[config.mk]
export PLATFORM = sky130hd
export DESIGN_NAME = btb_next_pc
export DESIGN_NICKNAME = d
export VERILOG_FILES = /design/src/rtl/cpu_pred_pkg.sv /design/src/rtl/btb_array.sv /design/src/rtl/btb_next_pc.sv
export SDC_FILE = /design/constraint.sdc
export NUM_CORES = 2
export LEC_CHECK = 0
export CAP_MARGIN = 10
export CORE_ASPECT_RATIO = 1.75
export CORE_MARGIN = 2
export CORE_UTILIZATION = 50
export DETAILED_ROUTE_END_ITERATION = 7
export DONT_BUFFER_PORTS = 1
export PLACE_DENSITY = 0.63
export SLEW_MARGIN = 25
export SYNTH_ARGS = -nofsm -noshare
export SYNTH_HDL_FRONTEND = slang
export SYNTH_HIERARCHICAL = 1
export SYNTH_SLANG_ARGS = --single-unit
[constraint.sdc]
create_clock -name clk -period 6.85 [get_ports clk]
set_input_delay 0.685 -clock clk [delete_from_list [all_inputs] [get_ports clk]]
set_output_delay 0.685 -clock clk [all_outputs]
set_load 0.02 [all_outputs]
[src/rtl/cpu_pred_pkg.sv]
// Shared types and constants for the fetch-side prediction path.
// pred_meta_t is the per-instruction record carried from IF down to EX.
package cpu_pred_pkg;

  localparam logic [31:0] PC_INC       = 32'd4;
  localparam int          BTB_ENTRIES  = 32;
  localparam int          BTB_IDX_BITS = 5;
  localparam int          BTB_TAG_BITS = 30 - BTB_IDX_BITS;
  // Widest tag any legal index width can produce; narrower tags are zero-extended.
  localparam int          BTB_TAG_MAX  = 30;

  typedef struct packed {
    logic                   valid;
    logic [BTB_TAG_MAX-1:0] tag;
    logic [31:0]            target;
  } btb_entry_t;

  typedef struct packed {
    logic        v;
    logic [31:0] pc;
    logic [31:0] pred_next;
  } pred_meta_t;

  function automatic logic [31:0] pc_plus_inc(input logic [31:0] pc);
    return pc + PC_INC;
  endfunction

endpackage

[src/rtl/btb_array.sv]
// Direct-mapped BTB storage: asynchronous read of one entry, one synchronous
// write port. Only the valid bits are reset; tag/target contents are don't-care.
module btb_array
  import cpu_pred_pkg::*;
#(
  parameter int ENTRIES  = BTB_ENTRIES,
  parameter int IDX_BITS = BTB_IDX_BITS,
  parameter int TAG_BITS = 30 - IDX_BITS
) (
  input  logic                clk,
  input  logic                reset,
  input  logic [IDX_BITS-1:0] rd_idx,
  output btb_entry_t          rd_entry,
  input  logic                wr_en,
  input  logic [IDX_BITS-1:0] wr_idx,
  input  logic [TAG_BITS-1:0] wr_tag,
  input  logic [31:0]         wr_target
);

  logic [ENTRIES-1:0]  valid;
  logic [TAG_BITS-1:0] tag_mem [ENTRIES];
  logic [31:0]         tgt_mem [ENTRIES];

  always_ff @(posedge clk or posedge reset) begin
    if (reset) begin
      valid <= '0;
    end else if (wr_en) begin
      valid[wr_idx] <= 1'b1;
    end
  end

  always_ff @(posedge clk) begin
    if (wr_en) begin
      tag_mem[wr_idx] <= wr_tag;
      tgt_mem[wr_idx] <= wr_target;
    end
  end

  // Read is taken from the registered arrays, so a same-cycle write is not seen.
  always_comb begin
    rd_entry        = '0;
    rd_entry.valid  = valid[rd_idx];
    rd_entry.tag    = BTB_TAG_MAX'(tag_mem[rd_idx]);
    rd_entry.target = tgt_mem[rd_idx];
  end

endmodule

[src/rtl/btb_next_pc.sv]
// Next-PC generator: BTB lookup plus direction prediction forms next_pc, the
// prediction rides IF->ID->EX, and EX raises a redirect when it was wrong.
module btb_next_pc
  import cpu_pred_pkg::*;
#(
  parameter int ENTRIES  = BTB_ENTRIES,
  parameter int IDX_BITS = BTB_IDX_BITS,
  parameter int TAG_BITS = 30 - IDX_BITS
) (
  input  logic        clk,
  input  logic        reset,
  input  logic [31:0] current_pc,
  input  logic        pred_taken,
  input  logic        Hazard,
  input  logic        update,
  input  logic        real_taken,
  input  logic [31:0] ex_target,
  output logic [31:0] next_pc,
  output logic        btb_hit,
  output logic        mispredict,
  output logic [31:0] redirect_pc
);

  btb_entry_t          lookup;
  logic [IDX_BITS-1:0] cur_idx;
  logic [TAG_BITS-1:0] cur_tag;
  logic [31:0]         pred_next;

  pred_meta_t          id_q;
  pred_meta_t          ex_q;
  logic                ex_taken;
  logic [31:0]         actual_next;
  logic                btb_wr;

  assign cur_idx = current_pc[IDX_BITS+1:2];
  assign cur_tag = current_pc[31:IDX_BITS+2];

  btb_array #(
    .ENTRIES  (ENTRIES),
    .IDX_BITS (IDX_BITS),
    .TAG_BITS (TAG_BITS)
  ) u_btb (
    .clk       (clk),
    .reset     (reset),
    .rd_idx    (cur_idx),
    .rd_entry  (lookup),
    .wr_en     (btb_wr),
    .wr_idx    (ex_q.pc[IDX_BITS+1:2]),
    .wr_tag    (ex_q.pc[31:IDX_BITS+2]),
    .wr_target (ex_target)
  );

  always_comb begin
    btb_hit   = lookup.valid && (lookup.tag == BTB_TAG_MAX'(cur_tag));
    pred_next = (btb_hit && pred_taken) ? lookup.target : pc_plus_inc(current_pc);
  end

  // EX resolution; an empty EX slot resolves to fall-through and never redirects.
  always_comb begin
    ex_taken    = ex_q.v && update && real_taken;
    actual_next = ex_taken ? ex_target : pc_plus_inc(ex_q.pc);
    mispredict  = ex_q.v && (actual_next != ex_q.pred_next);
    redirect_pc = actual_next;
    next_pc     = mispredict ? redirect_pc : pred_next;
    btb_wr      = ex_taken;
  end

  // A redirect squashes both younger slots even while the pipe is stalled.
  always_ff @(posedge clk or posedge reset) begin
    if (reset) begin
      id_q <= '0;
      ex_q <= '0;
    end else if (mispredict) begin
      id_q.v <= 1'b0;
      ex_q.v <= 1'b0;
    end else if (!Hazard) begin
      id_q <= '{v: 1'b1, pc: current_pc, pred_next: pred_next};
      ex_q <= id_q;
    end
  end

endmodule

==> out/results.ini <==
[clock_network]
ctsResizeCount=0
cts_tree=built
cts.sink_count=1986
post-cts-setup-buffers=0
cts_buffer_depth=4
cts_buffers=176
clk_latency_ps=840
htreeDepth=4
root_buffer=clkbuf_16
clkTransAtPathRegs_ps=60

[grt]
met3_usage_pct=3.89
antenna_found_initial=24
grt_usage_pct=28.0
grt_use_met1_pct=35.2
gr-max-usage-layer=met2
grt_max_degree=351
grt_use_met2_pct=47.7
grt_pass1_vias=50300
overflow=0
grt_pass1_wl_mm=351

[detailed_routing]
drt-initial-drc-count=5315
dr.pass1.iters=6
remaining_drc_errors=0
via_per_inst=6.37
postRouteAntennaNets=0
wirelength_mm=247
wire_per_inst_um=30.6
vias=51300

[finish]
area_delta_synth_final_pct=11.6
final_common_cell=edfxtp_1
seqCellArea_um2=58800
num-fill-cells=13100
nets=5733
postLayoutCoreUtil_pct=56.1
multiInputGateArea_um2=24200
final_layout_size_suffix_gt1_share_pct=11.3
layout_common_cells=edfxtp_1 (1824), mux2i_1 (952), nand2_1 (291)

[floorplanning]
dieHeight_um=550
coreArea_um2=169000
start_util_pct=50.2
core.rowCount=200
die_w_um=316
dieArea_um2=174000
io_pins=136

[setup_path]
endpoint=next_pc[4]
worstSetupPathDepth=21
cp-startpoint=current_pc[2]
r2r_end=id_q[1]
startpoint_type=primary input
reg2reg_from=ex_q[36]
ff2ff_path_depth=11
crit_top_cell=buf_16
arrival_ps=5820
reg2reg_setup_slack_ps=1470
path_cells=buf_16 > buf_16 > buf_16 > buf_16 > buf_16 > buf_16 > buf_16 > mux2i_1 > a22o_1 > nor3_1 > a31oi_1 > nand3_1 > xnor2_1 > nand2_1 > nor3_1 > nand4_1 > buf_12 > buf_4 > o21ai_0 > mux2i_1 > buf_4
critPathMaxFanout=51
cp-end-kind=output pin
critPathBufInv=10
cp_data_required_time_ps=6160
cpMaxStageDelayCell=buf_16
critical-path-top-delay-family=buffers and inverters
path_class=in2out
critPathMaxStageDelay_ps=340

[placed_design]
pre_cts_slack_ps=-1580
dp_hpwl_mm=136
place_congestion=0.963
numPortBuffers=0

[synthesis]
syn_inst=5586
async_flop_share_pct=8.16
yosysWarnings=6
yosysUniqueCellTypes=82
ys_seq_area_share_pct=69.1
synth_flop_cell=edfxtp_1
synth-edff-count=1824
syn_area_per_cell_um2=15.2
ys_ff_latch=1986
syn_area_um2=85100

[timing]
slew_headroom_pct=24.5
fin_skew_ps=65.4
layout_setup_ws_ps=341
period_share_pct=95.0
setup_viol_count_final=0
max_slew.worst_pin.slew_ps=1130
min_period_ps=6510
fin_tns_setup_ps=0
hold_viol_final=0
max_freq_ghz=0.154
rsz0062_at_grt=false
slew_viol_final=0

[job]
cap_viol_max_count=0

[run_status]
outcome=finished, final reports clean

[power_and_ir_drop]
p_leak_nw=33.4
p_per_area_nw_per_um2=325
fin_total_pwr_mw=30.9
ir_drop_mv=0.323

[worst_hold_path]
hold_class=in2reg

[what timing repair did]
item	4_1_cts	5_1_grt
hold buffers	33	0
setup endpoints to repair	65	7
cloned	8	1
endpoints found under the hold margin	1127	0
[per-stage QoR]
step	area [um^2]	hold slack, ps	instances
5_1_grt	95000	117	8043
2_1_floorplan	85100	433	5590
3_3_place_gp	88600	446	7660
3_5_place_dp	88700	453	7663
4_1_cts	95000	70.1	8013
6_report	95000	160	8051
[routing by layer]
metal | share of wire [%] | wire length [um]
met4 | 4.8 | 11800
met5 | 0.011 | 27
met2 | 50 | 125000
met1 | 38 | 93600
met3 | 6.8 | 16700
[Yosys cell counts (4+ instances only)]
library cell  count  area [um^2]
nor3b_1          93          698
a22o_1          116         1020
buf_2            85          425
o211ai_1         53          398
a311o_1          30          300
nor2b_1           9         56.3
mux2_2            6         67.6
o21ai_1          18         90.1
clkbuf_1        191          717
a21oi_1         187          936
buf_6            18          203
inv_1            35          131
or4_1             7         52.6
and2_1           96          601
buf_8             9          135
or2_2            27          169
or2_1             9         56.3
mux2i_1         952         9530
a221o_1          90          901
a22oi_1         176         1320
and3_1           16          100
and4_1            5         43.8
nand2b_1          4         25.0
a211o_1          91          797
buf_1            29          109
nor2_1           75          282
o21ai_0          51          255
dfrtp_1         162         4050
xnor3_1           4         90.1
a31oi_1          66          413
o22ai_1           5         31.3
nand4_1          29          181
edfxtp_1       1824        54800
or3_1             8         50.1
nand3b_1         10         75.1
nand2_1         292         1100
xnor2_1          81          709
buf_4            84          631
nand3_1         233         1170
nor3_1           76          380
nor4_1           42          263
o221ai_1          4         35.0
nor4b_1          94          823
xor2_1           34          298
[final cells by class]
cell class	count	share of cell area, %
Antenna cell	37	0.0975
Clock buffer	215	4.95
Clock inverter	94	1.09
Inverter	36	0.148
Multi-Input combinational cell	3152	25.5
Sequential cell	1986	61.9
Tap cell	2222	2.93
Timing Repair Buffer	309	3.32
[worst min-delay path by stage]
stage / startpoint / end / slack [ps] / depth (start not counted)
3_3_place_gp: u_btb/valid[12] / u_btb/valid[12] / 450 / 1
4_1_cts: Hazard / ex_q[64] / 70 / 2
2_1_floorplan: u_btb/valid[0] / u_btb/valid[0] / 430 / 1
5_1_grt: Hazard / id_q[51] / 120 / 2
3_5_place_dp: u_btb/valid[28] / u_btb/valid[28] / 450 / 1
6_report: ex_target[6] / u_btb/tgt_mem[22][6] / 160 / 1
[cell families (layout without fill, tap and decap cells)]
logic type,count (synthesis),in the layout,share of synthesized area [%]
buffers and inverters,452,654,2.77
DFF,1986,1986,69.1
and+or+nand+nor,1140,1140,7.41
adders and majority gates,2,2,0.0294
xor gates and xnor gates,119,119,1.29
muxes,961,961,11.3
AOI/OAI and AO/OA,925,925,8.07
other,1,42,0.00441
[report_power, final]
part	internal [mW]	switching [mW]
Sequential	14.5	0.715
Clock	5.71	4.31
Combinational	2.11	3.58
Total	22.3	8.61
[state kept, by name (all words and copies together), names as in the netlist]
register       flops
id_q              65
u_btb/tag_mem    800
u_btb/tgt_mem   1024
u_btb/valid       32
ex_q              65
[worst reg2reg max path, stage by stage (launching register included)]
cell       delay [ps]
dfrtp_1           740
nand4_1           540
nor3_1            840
nor2_1            120
a2111oi_0         530
nand3_1           250
nor3_1            440
o2111ai_4         190
buf_12            380
buf_4             520
or4_1             550
and3_1            150
Power figures use the tool's default switching activity.
